$ cat src/rtl/seq_div.sv
// Multi-cycle restoring divider: one quotient bit per clock, valid/ready on both sides,
// optional two's-complement operands, remainder and divide-by-zero reporting.
module seq_div #(
  parameter int WIDTH  = 32,
  parameter int SIGNED = 0
) (
  input  logic             clk,
  input  logic             rst_n,
  input  logic             in_valid,
  output logic             in_ready,
  input  logic [WIDTH-1:0] a,
  input  logic [WIDTH-1:0] b,
  output logic             out_valid,
  input  logic             out_ready,
  output logic [WIDTH-1:0] quotient,
  output logic [WIDTH-1:0] remainder,
  output logic             div_by_zero
);

  localparam int CW = $clog2(WIDTH);
  localparam logic [WIDTH:0]   ONE_X = (WIDTH+1)'(1);
  localparam logic [WIDTH-1:0] ONE_W = WIDTH'(1);

  typedef enum logic [1:0] {IDLE, CALC, DONE} state_t;

  state_t state, state_nxt;

  logic [CW-1:0]    cnt;
  logic [WIDTH:0]   rem_r;
  logic [WIDTH:0]   dvs_r;
  logic [WIDTH-1:0] dvd_r;
  logic             q_neg;
  logic             r_neg;

  logic             a_neg, b_neg, b_zero, accept, last_iter, q_bit;
  logic [WIDTH:0]   a_mag, b_mag, shifted, diff, rem_nxt;
  logic [WIDTH-1:0] q_mag, q_res, r_res;
  logic             unused_bits;

  assign in_ready  = (state == IDLE);
  assign out_valid = (state == DONE);
  assign accept    = in_valid && (state == IDLE);
  assign b_zero    = (b == '0);
  assign last_iter = (cnt == CW'(WIDTH - 1));

  // Magnitudes are formed one bit wider so the most negative operand stays exact.
  always_comb begin
    a_neg = (SIGNED != 0) && a[WIDTH-1];
    b_neg = (SIGNED != 0) && b[WIDTH-1];
    a_mag = a_neg ? (~{1'b1, a} + ONE_X) : {1'b0, a};
    b_mag = b_neg ? (~{1'b1, b} + ONE_X) : {1'b0, b};
  end

  always_comb begin
    shifted = {rem_r[WIDTH-1:0], dvd_r[WIDTH-1]};
    diff    = shifted - dvs_r;
    q_bit   = (shifted >= dvs_r);
    rem_nxt = q_bit ? diff : shifted;
    q_mag   = {dvd_r[WIDTH-2:0], q_bit};
    q_res   = q_neg ? (~q_mag + ONE_W) : q_mag;
    r_res   = r_neg ? (~rem_nxt[WIDTH-1:0] + ONE_W) : rem_nxt[WIDTH-1:0];
  end

  // The remainder never reaches the top bit, and the dividend magnitude fits in WIDTH bits.
  assign unused_bits = ^{a_mag[WIDTH], rem_r[WIDTH]};

  always_ff @(posedge clk or negedge rst_n) begin
    if (!rst_n) state <= IDLE;
    else        state <= state_nxt;
  end

  always_comb begin
    state_nxt = state;
    unique case (state)
      IDLE:    if (in_valid)  state_nxt = b_zero ? DONE : CALC;
      CALC:    if (last_iter) state_nxt = DONE;
      DONE:    if (out_ready) state_nxt = IDLE;
      default: state_nxt = IDLE;
    endcase
  end

  always_ff @(posedge clk or negedge rst_n) begin
    if (!rst_n) begin
      cnt         <= '0;
      rem_r       <= '0;
      dvs_r       <= '0;
      dvd_r       <= '0;
      q_neg       <= 1'b0;
      r_neg       <= 1'b0;
      quotient    <= '0;
      remainder   <= '0;
      div_by_zero <= 1'b0;
    end else if (accept) begin
      cnt   <= '0;
      rem_r <= '0;
      dvs_r <= b_mag;
      dvd_r <= a_mag[WIDTH-1:0];
      q_neg <= a_neg ^ b_neg;
      r_neg <= a_neg;
      if (b_zero) begin
        quotient    <= '1;
        remainder   <= a;
        div_by_zero <= 1'b1;
      end
    end else if (state == CALC) begin
      // Quotient bits shift in behind the dividend bits being consumed.
      cnt   <= cnt + CW'(1);
      rem_r <= rem_nxt;
      dvd_r <= q_mag;
      if (last_iter) begin
        quotient    <= q_res;
        remainder   <= r_res;
        div_by_zero <= 1'b0;
      end
    end
  end

endmodule

$ cat config.mk
export PLATFORM = sky130hd
export DESIGN_NAME = seq_div
export DESIGN_NICKNAME = d
export VERILOG_FILES = /design/src/rtl/seq_div.sv
export SDC_FILE = /design/constraint.sdc
export NUM_CORES = 1
export LEC_CHECK = 0
export ABC_CLOCK_PERIOD_IN_PS = 3300
export BUFFER_PORTS_ARGS = -buffer_cell sky130_fd_sc_hd__clkbuf_2
export CAP_MARGIN = 20
export CORE_ASPECT_RATIO = 0.75
export CORE_MARGIN = 2
export CORE_UTILIZATION = 57
export CTS_CLUSTER_SIZE = 16
export DETAILED_ROUTE_END_ITERATION = 12
export PLACE_DENSITY = 0.8
export RECOVER_POWER = 25
export SYNTH_ARGS = -nofsm -noshare
export SYNTH_HDL_FRONTEND = slang
export SYNTH_SLANG_ARGS = --single-unit
$ cat constraint.sdc
create_clock -name clk -period 3.3 [get_ports clk]
set_input_delay 0.66 -clock clk [delete_from_list [all_inputs] [get_ports clk]]
set_output_delay 0.66 -clock clk [all_outputs]
set_load 0.01 [all_outputs]
==> out/results.txt, run 1 <==
status: finished with violations
failing checks: capacitance limit, slew limit
Worst path max stage delay: 0.45 ns
Final Hold Viols: 0
Mapped Area: 0.00928 mm^2
share of layout cells above drive strength 1: 18.2%
most common cell after layout, fill and taps aside: nand2_1
number of flops mapped to enable cells by yosys: 0
CTS Hold Bufs: 0
Slew HR: -20.3%
first-pass GRT wire length: 42700 um
startpoint types: flop
critical path class: flop to flop
vias in the first global route: 8076
WL final: 26500 um
Max Clk Rate: 321 MHz
sequential area share after synthesis: 45.3%
reg2reg path depth: 10
Worst path slowest cell: o31ai_1
clock sink count: 168
r2r startpoint: rem_r[18]
YS warnings: 0
Worst Setup EP: remainder[23]
NumNets Final: 1282
Synth area leaders: dfrtp_1 (45%), nand2_1 (8.6%), o21ai_0 (8.3%)
GPL Wtd Cong: 0.969
final setup vio count: 0
CTS tree: yes
asr flop ratio synth: 100%
Die Wd: 151 um
area grow syn2layout: 16.1%
RSZ-0062 raised after global routing: no
syn avg cell area: 8.66 um^2
post-detailed-route count of antenna-violating nets: 0
R2R Setup Slk: 0.19 ns
DR DRC count: 0
Post-Syn Instances: 1071
initial antenna violation count: 0
TritonCTS Buffers: 17
via count: 8560
Max Slew Vio Count: 72
syn nets: 1174
number of max-cap violations: 1
top-area cell type share of the netlist area: 45.3%
DP Wirelength: 19200 um
total track usage: 31.9%
min Tclk post-route: 3.11 ns
Hold Crit Class: input port to flop
Setup Skew: 0.00834 ns
pin count of the biggest net entering global routing: 72
CP cell instances: ha_1, nand2_2, o31ai_1, nand2_1, a211o_1, a21oi_4, or2_1, buf_12, mux2i_1, o211ai_1
Top-Level Pins: 135
Synth area leader: dfrtp_1
Crit. End Element: flop
GRT overflow: 0
die height: 115 um
period utilization: 94.3%
row count: 40
most used flip-flop cell after synthesis: dfrtp_1
crit path launch: rem_r[18]
violation count after the first detailed-route iteration: 786
Core ar.: 0.0160 mm^2
Reg2Reg Capture Point: remainder[23]
first-pass iteration count of the detailed router: 7
Root Driver: clkbuf_16
Req. time, crit path: 3.60 ns
Filler Cell Count: 1316
Inserted Diodes: 0
clock slew at reported path FFs: 0.07 ns
CP arrival: 3.41 ns
count of cell types in the netlist: 64
most frequent cells in the layout: nand2_1 (212), dfrtp_1 (168), o21ai_0 (153)
full die area: 0.0173 mm^2
worst-path fanout max: 21
Initial Util: 58.1%
setup_tns: 0 ns
clock latency on the worst-skew pair: 0.44 ns
Seq cells post-synth: 168
H-tree depth: 4
DR WL/cell: 18.9 um
# port buffers: 134
CTS max path bufs: 2
Via-to-Cell Ratio: 6.11
Worst-Margin Slew: 1.80 ns
==> final cells by class <==
class	instances	area, um^2	share of cell area [%]
repair buffers	162	906	8.41
well taps	210	263	2.44
multi-input cells	791	4640	43.1
inverters	39	146	1.36
flip-flops and latches	168	4200	39.0
clock buffers	19	433	4.02
clock inverters	13	184	1.71
==> critical path: cells and delay by family, from the launching register on <==
family                   cells  cell delay [ns]
adder cells (fa/ha/maj)      1             0.43
AO/OA/AOI/OAI                4             1.08
buffers and inverters        1             0.21
flip-flops                   1             0.42
AND/OR/NAND/NOR              3             0.47
multiplexers                 1             0.37
==> cells in the mapped netlist, types with 2 or more instances <==
cell type	instances
nor3_1	23
a21o_1	17
nand4_1	8
and4_1	2
and3_1	13
a21oi_1	76
a32o_1	2
clkbuf_1	55
nand3_1	12
nor4_1	11
a211o_1	4
o21ai_0	153
xor2_1	11
nor2b_1	3
nand2_1	212
inv_1	39
a31oi_1	18
o31ai_1	9
o21a_1	4
a211oi_1	8
a32oi_1	2
buf_4	2
a221oi_1	2
nor2_1	34
buf_2	11
and2_1	6
o2111ai_1	2
o31ai_2	5
nand2_2	2
nand2b_1	5
ha_1	34
or3_1	18
dfrtp_1	168
o21bai_1	3
o211ai_1	4
o311ai_0	2
a22oi_1	32
xnor2_1	12
mux2i_1	18
nor3b_1	3
a31o_2	2
or2_2	2
==> metal layers <==
layer	global-route usage, %	vias to the layer above	wire [um]
li1	-	4022	-
met1	46.8	4130	11700
met2	48.8	364	12100
met3	6.10	44	2230
met4	8.85	0	540
met5	0	-	0
==> what timing repair did <==
item,in CTS,in global routing
buffers inserted,0,0
resized for setup,0,6
endpoints found under the setup margin,0,5
==> kinds of logic after synthesis <==
family,count (synthesis),synth area share (%)
compound gates,355,23.1
xor+xnor,23,2.17
fa+ha+maj,35,4.80
buf+inv,112,5.15
flops,168,45.3
mux,19,2.06
simple gates,359,17.4
==> sequential cells by signal, summed over array words and instances (netlist names) <==
| signal | count |
|---|---|
| quotient | 32 |
| rem_r | 32 |
| cnt | 5 |
| div_by_zero | 1 |
| remainder | 32 |
| dvs_r | 32 |
| state | 2 |
| dvd_r | 32 |
==> metrics by stage <==
stage	area, um^2	hold slack, ns	util [%]	cells	setup WS [ns]
after floorplan	9280	0.364	-	1071	0.453
after global placement	10200	0.449	63.6	1370	0.176
after detailed placement	10200	0.454	63.6	1370	0.0527
after CTS	10800	0.259	67.5	1402	0.0346
after global routing	10800	0.432	67.5	1402	0.00211
final	10800	0.439	67.5	1402	0.187
==> worst min path at each step <==
stage / endpoint / cells past startpoint / start / slack (ns)
after detailed placement: quotient[14] / 2 / quotient[14] / 0.45
after global routing: state[1] / 2 / out_ready / 0.43
after global placement: quotient[28] / 2 / quotient[28] / 0.45
final: state[1] / 2 / out_ready / 0.44
after CTS: quotient[24] / 1 / rst_n / 0.26
after floorplan: cnt[0] / 0 / rst_n / 0.36
Power of run 1 is left out: the tool's default activity adds up to more than one toggle a clock period on the data nets, which glitch-free logic cannot reach.
==> run 2: changes to the inputs <==
--- a/config.mk
+++ b/config.mk
@@ -5,6 +5,7 @@
 export SDC_FILE = /design/constraint.sdc
 export NUM_CORES = 1
 export LEC_CHECK = 0
+export ABC_AREA = 1
 export ABC_CLOCK_PERIOD_IN_PS = 3300
 export BUFFER_PORTS_ARGS = -buffer_cell sky130_fd_sc_hd__clkbuf_2
 export CAP_MARGIN = 20
@@ -13,7 +14,7 @@
 export CORE_UTILIZATION = 57
 export CTS_CLUSTER_SIZE = 16
 export DETAILED_ROUTE_END_ITERATION = 12
-export PLACE_DENSITY = 0.8
+export PLACE_DENSITY = 0.79
 export RECOVER_POWER = 25
 export SYNTH_ARGS = -nofsm -noshare
 export SYNTH_HDL_FRONTEND = slang
==> out/results.txt, run 2 <==
status: finished with violations
failing checks: capacitance limit, slew limit
Post-CTS Setup Inserts: 0 (unchanged)
top-area cell type share of the netlist area: 40.2% (-5.1 points)
area grow syn2layout: 14.0%
CTS tree: yes
row count: 42 (+5.0%)
crit path launch: rem_r[22]
final setup vio count: 0 (unchanged)
CTS resizes: 0 (unchanged)
YS warnings: 0 (unchanged)
Via-to-Cell Ratio: 5.37 (-12%)
Root Driver: clkbuf_16
post-detailed-route count of antenna-violating nets: 0 (unchanged)
Initial Util: 58.7% (+0.60 points)
P per Cell Area: 1280 mW/mm^2
Filler Cell Count: 1535 (+17%)
Final Hold Viols: 0 (unchanged)
Reg2Reg Capture Point: remainder[28]
Seq cells post-synth: 168 (unchanged)
Max Slew Vio Count: 69 (-4.2%)
pin count of the biggest net entering global routing: 160 (+120%)
worst-path fanout max: 34 (+62%)
Worst-Margin Slew: 1.78 ns (-0.0278 ns)
Crit. End Element: flop
footprint of the multi-input gates: 0.00497 mm^2 (+7.1%)
Synth area leaders: dfrtp_1 (40%), nand2_1 (17%), inv_1 (9.1%)
most frequent cells in the layout: nand2_1 (480), inv_1 (255), dfrtp_1 (168)
first-pass GRT wire length: 46600 um (+9.2%)
DP Wirelength: 21100 um (+10%)
Setup Skew: 0.0111 ns (+0.00276 ns)
placed cell area: 0.0113 mm^2 (+11%)
Worst Setup EP: remainder[28]
clock latency on the worst-skew pair: 0.44 ns (about the same)
total track usage: 30.6% (-1.3 points)
DR DRC count: 0 (unchanged)
WL final: 29100 um (+9.5%)
Post-Syn Instances: 1474 (+38%)
Inserted Diodes: 0 (unchanged)
Leak: 6.70 nW
most used flip-flop cell after synthesis: dfrtp_1
vias in the first global route: 8939 (+11%)
clock sink count: 168 (unchanged)
asr flop ratio synth: 100% (unchanged)
DR WL/cell: 15.8 um (-16%)
CTS max path bufs: 2 (unchanged)
syn avg cell area: 7.10 um^2 (-18%)
period utilization: 79.8% (-15 points)
number of max-cap violations: 1 (unchanged)
TritonCTS Buffers: 17 (unchanged)
min Tclk post-route: 2.63 ns (-0.481 ns)
Slew HR: -18.5% (+1.9 points)
Synth area leader: dfrtp_1
Core ar.: 0.0178 mm^2 (+12%)
sequential area share after synthesis: 40.2% (-5.1 points)
register area: 0.00420 mm^2 (unchanged)
share of layout cells above drive strength 1: 15.7% (-2.5 points)
CP arrival: 2.97 ns (-0.44 ns)
startpoint types: flop
Top-Level Pins: 135 (unchanged)
initial antenna violation count: 0 (unchanged)
GRT overflow: 0 (unchanged)
RSZ-0062 raised after global routing: no
H-tree depth: 4 (unchanged)
# port buffers: 134 (unchanged)
clock slew at reported path FFs: 0.07 ns (about the same)
setup_tns: 0 ns (unchanged)
count of cell types in the netlist: 38 (-41%)
VDD IR max: 0.677 mV
Max Clk Rate: 380 MHz (+18%)
reg2reg path depth: 13 (+3)
most common cell after layout, fill and taps aside: nand2_1
violation count after the first detailed-route iteration: 980 (+25%)
NumNets Final: 1683 (+31%)
Hold Crit Class: input port to flop
via count: 9845 (+15%)
Commonest cells post-synth: nand2_1 (480), inv_1 (255), dfrtp_1 (168)
syn nets: 1577 (+34%)
Mapped Area: 0.0105 mm^2 (+13%)
design area: 0.0119 mm^2 (+11%)
r2r startpoint: rem_r[22]
GPL Wtd Cong: 0.988 (+1.9%)
full die area: 0.0195 mm^2 (+12%)
critical path class: flop to flop
first-pass iteration count of the detailed router: 5 (-2)
R2R Setup Slk: 0.67 ns (+0.48 ns)
Die Wd: 160 um (+6.0%)
CTS Hold Bufs: 0 (unchanged)
die height: 121 um (+6.0%)
Req. time, crit path: 3.63 ns (+0.03 ns)
number of flops mapped to enable cells by yosys: 0 (unchanged)
most common cell in the netlist: nand2_1
run 2: cell families (layout without fill, tap and decap cells):
kind of cell,count (synthesis),in the layout,synth area share (%)
and+or+nand+nor,769,769,32.7
buffers and inverters,329,448,12.4
DFF,168,168,40.2
AOI/OAI and AO/OA,158,158,9.22
adders and majority gates,35,35,4.26
xor gates and xnor gates,15,15,1.26
run 2: final cells by class:
| class | instances | share of cell area, % |
|---|---|---|
| clock buffer | 18 | 3.60 |
| clock inverter | 14 | 1.31 |
| inverter | 269 | 8.47 |
| multi-input combinational | 977 | 41.7 |
| sequential | 168 | 35.3 |
| tap | 242 | 2.54 |
| timing repair buffer | 147 | 7.14 |
run 2: routing by layer:
| metal | track usage (%) | wire length, um |
|---|---|---|
| met5 | 0 | 0 |
| met4 | 8.56 | 460 |
| met3 | 5.95 | 2270 |
| met2 | 46.8 | 12800 |
| met1 | 44.5 | 13600 |
run 2: how the worst min path moves through the flow:
stage	start	end	depth (start not counted)	slack, ns
2_1_floorplan	rst_n	cnt[0]	0	0.36
3_3_place_gp	quotient[0]	quotient[0]	2	0.47
3_5_place_dp	quotient[0]	quotient[0]	2	0.47
4_1_cts	rst_n	dvs_r[3]	1	0.24
5_1_grt	out_ready	state[1]	2	0.39
6_report	out_ready	state[1]	2	0.40
run 2: worst max-delay path: stages (launching register included):
cell and delay (ns):
dfrtp_1 0.44, ha_1 0.40, nand2_1 0.17, inv_1 0.05, nand2_1 0.06, nand2_1 0.09
a21oi_2 0.22, nor2_2 0.10, nor2_8 0.31, nand2_8 0.24, nand3_1 0.20, nand3_1 0.11
nand2_1 0.08, inv_1 0.04
run 2: power breakdown:
group          total, W  internal, W  switching [W]
sequential      0.00374      0.00310       0.000643
combinational   0.00960      0.00325        0.00635
clock           0.00198      0.00101       0.000968
run 2: stage by stage:
| stage | cells | utilization, % | hold slack (ns) | power (W) | setup WS [ns] |
|---|---|---|---|---|---|
| finish | 1835 | 66.9 | 0.396 | 0.0153 | 0.667 |
| global route | 1835 | 66.9 | 0.387 | 0.0167 | 0.457 |
| CTS | 1833 | 66.7 | 0.239 | 0.0151 | 0.694 |
| detailed placement | 1801 | 63.4 | 0.468 | 0.0130 | 0.710 |
| global placement | 1801 | 63.4 | 0.466 | 0.0128 | 0.725 |
| floorplan | 1474 | - | 0.364 | 0.0106 | 1.34 |
No activity file was read; power rests on OpenSTA's default activity.
==> run 3: changes to the inputs <==
--- a/config.mk
+++ b/config.mk
@@ -6,7 +6,7 @@
 export NUM_CORES = 1
 export LEC_CHECK = 0
 export ABC_AREA = 1
-export ABC_CLOCK_PERIOD_IN_PS = 3300
+export ABC_CLOCK_PERIOD_IN_PS = 2690
 export BUFFER_PORTS_ARGS = -buffer_cell sky130_fd_sc_hd__clkbuf_2
 export CAP_MARGIN = 20
 export CORE_ASPECT_RATIO = 0.75
==> constraint.sdc (replaced) <==
create_clock -name clk -period 2.69 [get_ports clk]
set_input_delay 0.538 -clock clk [delete_from_list [all_inputs] [get_ports clk]]
set_output_delay 0.538 -clock clk [all_outputs]
set_load 0.01 [all_outputs]
==> out/results.txt, run 3 (synthesized netlist as in run 2, its figures left out) <==
status: completed
Die Wd: 160 um (unchanged)
CTS tree: yes
Setup Skew: 0.00935 ns (-0.00174 ns)
CTS Hold Bufs: 0 (unchanged)
Req. time, crit path: 3.02 ns (-0.61 ns)
Via-to-Cell Ratio: 5.44 (+1.4%)
share of layout cells above drive strength 1: 16.0% (+0.31 points)
vias in the first global route: 9274 (+3.7%)
non-filler cells, final: 1842 (+0.38%)
most common cell after layout, fill and taps aside: nand2_1
CTS max path bufs: 2 (unchanged)
number of max-cap violations: 0 (-1)
DP Wirelength: 21700 um (+2.9%)
Hold Crit Class: input port to flop
die height: 121 um (unchanged)
CTS resizes: 0 (unchanged)
RSZ-0062 raised after global routing: no
H-tree depth: 4 (unchanged)
most frequent cells in the layout: nand2_1 (480), inv_1 (255), dfrtp_1 (168)
min Tclk post-route: 2.50 ns (-0.129 ns)
via count: 10000 (+1.8%)
CP cell instances: ha_1, nand2_1, nor2_2, inv_1, nor2_1, nand3_4, buf_4, nand4_1, nand3_1, nand2_1, inv_1
Top-Level Pins: 135 (unchanged)
initial antenna violation count: 1 (+1)
TritonCTS Buffers: 17 (unchanged)
Final Core Density: 67.2% (+0.25 points)
row count: 42 (unchanged)
total track usage: 30.9% (+0.24 points)
# port buffers: 134 (unchanged)
DR WL/cell: 15.9 um (+0.30%)
Crit. End Element: flop
Final Hold Viols: 0 (unchanged)
Inserted Diodes: 0 (unchanged)
Crit path depth: 11 (-2)
GPL Wtd Cong: 1.03 (+4.7%)
first-pass GRT wire length: 47200 um (+1.4%)
Worst path max stage delay: 0.45 ns (about the same)
post-detailed-route count of antenna-violating nets: 0 (unchanged)
GRT overflow: 0 (unchanged)
Crit path max-delay family: simple AND/OR/NAND/NOR gates
dpl cells: 1809 (+0.44%)
WL final: 29300 um (+0.68%)
DR DRC count: 0 (unchanged)
first-pass iteration count of the detailed router: 8 (+3)
setup_tns: 0 ns (unchanged)
Initial Util: 58.7% (unchanged)
Root Driver: clkbuf_16
reg2reg path depth: 11 (-2)
area grow syn2layout: 14.4%
clock latency on the worst-skew pair: 0.44 ns (about the same)
violation count after the first detailed-route iteration: 991 (+1.1%)
pin count of the biggest net entering global routing: 160 (unchanged)
clock sink count: 168 (unchanged)
period utilization: 93.1% (+13 points)
worst-path fanout max: 32 (-5.9%)
Worst-Margin Slew: 1.47 ns (-0.306 ns)
NumNets Final: 1690 (+0.42%)
clock slew at reported path FFs: 0.07 ns (about the same)
WHS Path Cells: 2 (unchanged)
Core ar.: 0.0178 mm^2 (unchanged)
Slew HR: 1.96% (+20 points)
final setup vio count: 0 (unchanged)
Max Slew Vio Count: 0 (-100%)
critical path class: flop to flop
Worst path slowest cell: ha_1
full die area: 0.0195 mm^2 (unchanged)
startpoint types: flop
CP arrival: 2.84 ns (-0.13 ns)
CP Buf/Inv Count: 3 (+1)
Max Clk Rate: 399 MHz (+5.2%)
Post-CTS Setup Inserts: 0 (unchanged)
==> run 3: changes by cell type in the layout (fill, tap and decap cells not counted) <==
| cell | delta |
|---|---|
| buf_4 | +4 |
| clkbuf_1 | +1 |
| clkbuf_2 | +2 |
| clkinvlp_4 | -1 |
| inv_6 | +1 |
==> run 3: metrics by stage <==
step,hold slack [ns],setup WS [ns],instance area (um^2)
floorplan,0.242,0.728,10500
global placement,0.467,0.319,11400
detailed placement,0.473,0.241,11400
CTS,0.0859,0.257,12000
global route,0.275,0.00479,12000
finish,0.288,0.187,12000
==> run 3: path summary, 6_finish.rpt <==
path                       slack, ns             to  startpoint
max                             0.19   remainder[9]   rem_r[20]
max reg2reg                     0.19   remainder[9]   rem_r[20]
min                             0.29       state[1]   out_ready
min reg2reg                     0.49      dvs_r[25]   dvs_r[25]
min in group asynchronous       0.44       dvs_r[7]       rst_n
max in group asynchronous       0.52  remainder[31]       rst_n
==> run 3: layout make-up <==
class,instances,area [um^2]
clock inverters,14,158
flip-flops and latches,168,4200
multi-input cells,977,4970
repair buffers,154,895
clock buffers,18,429
well taps,242,303
fillers,1575,5850
inverters,269,1010
==> run 3: per-layer routing <==
layer / GRT usage (%) / vias up / routed length [um]
met3: 6.15 / 54 / 2340
met1: 44.7 / 4670 / 13300
met5: 0 / - / 0
li1: - / 4875 / -
met2: 46.8 / 421 / 12900
met4: 9.52 / 0 / 730
Power of run 3 is left out for the same reason.
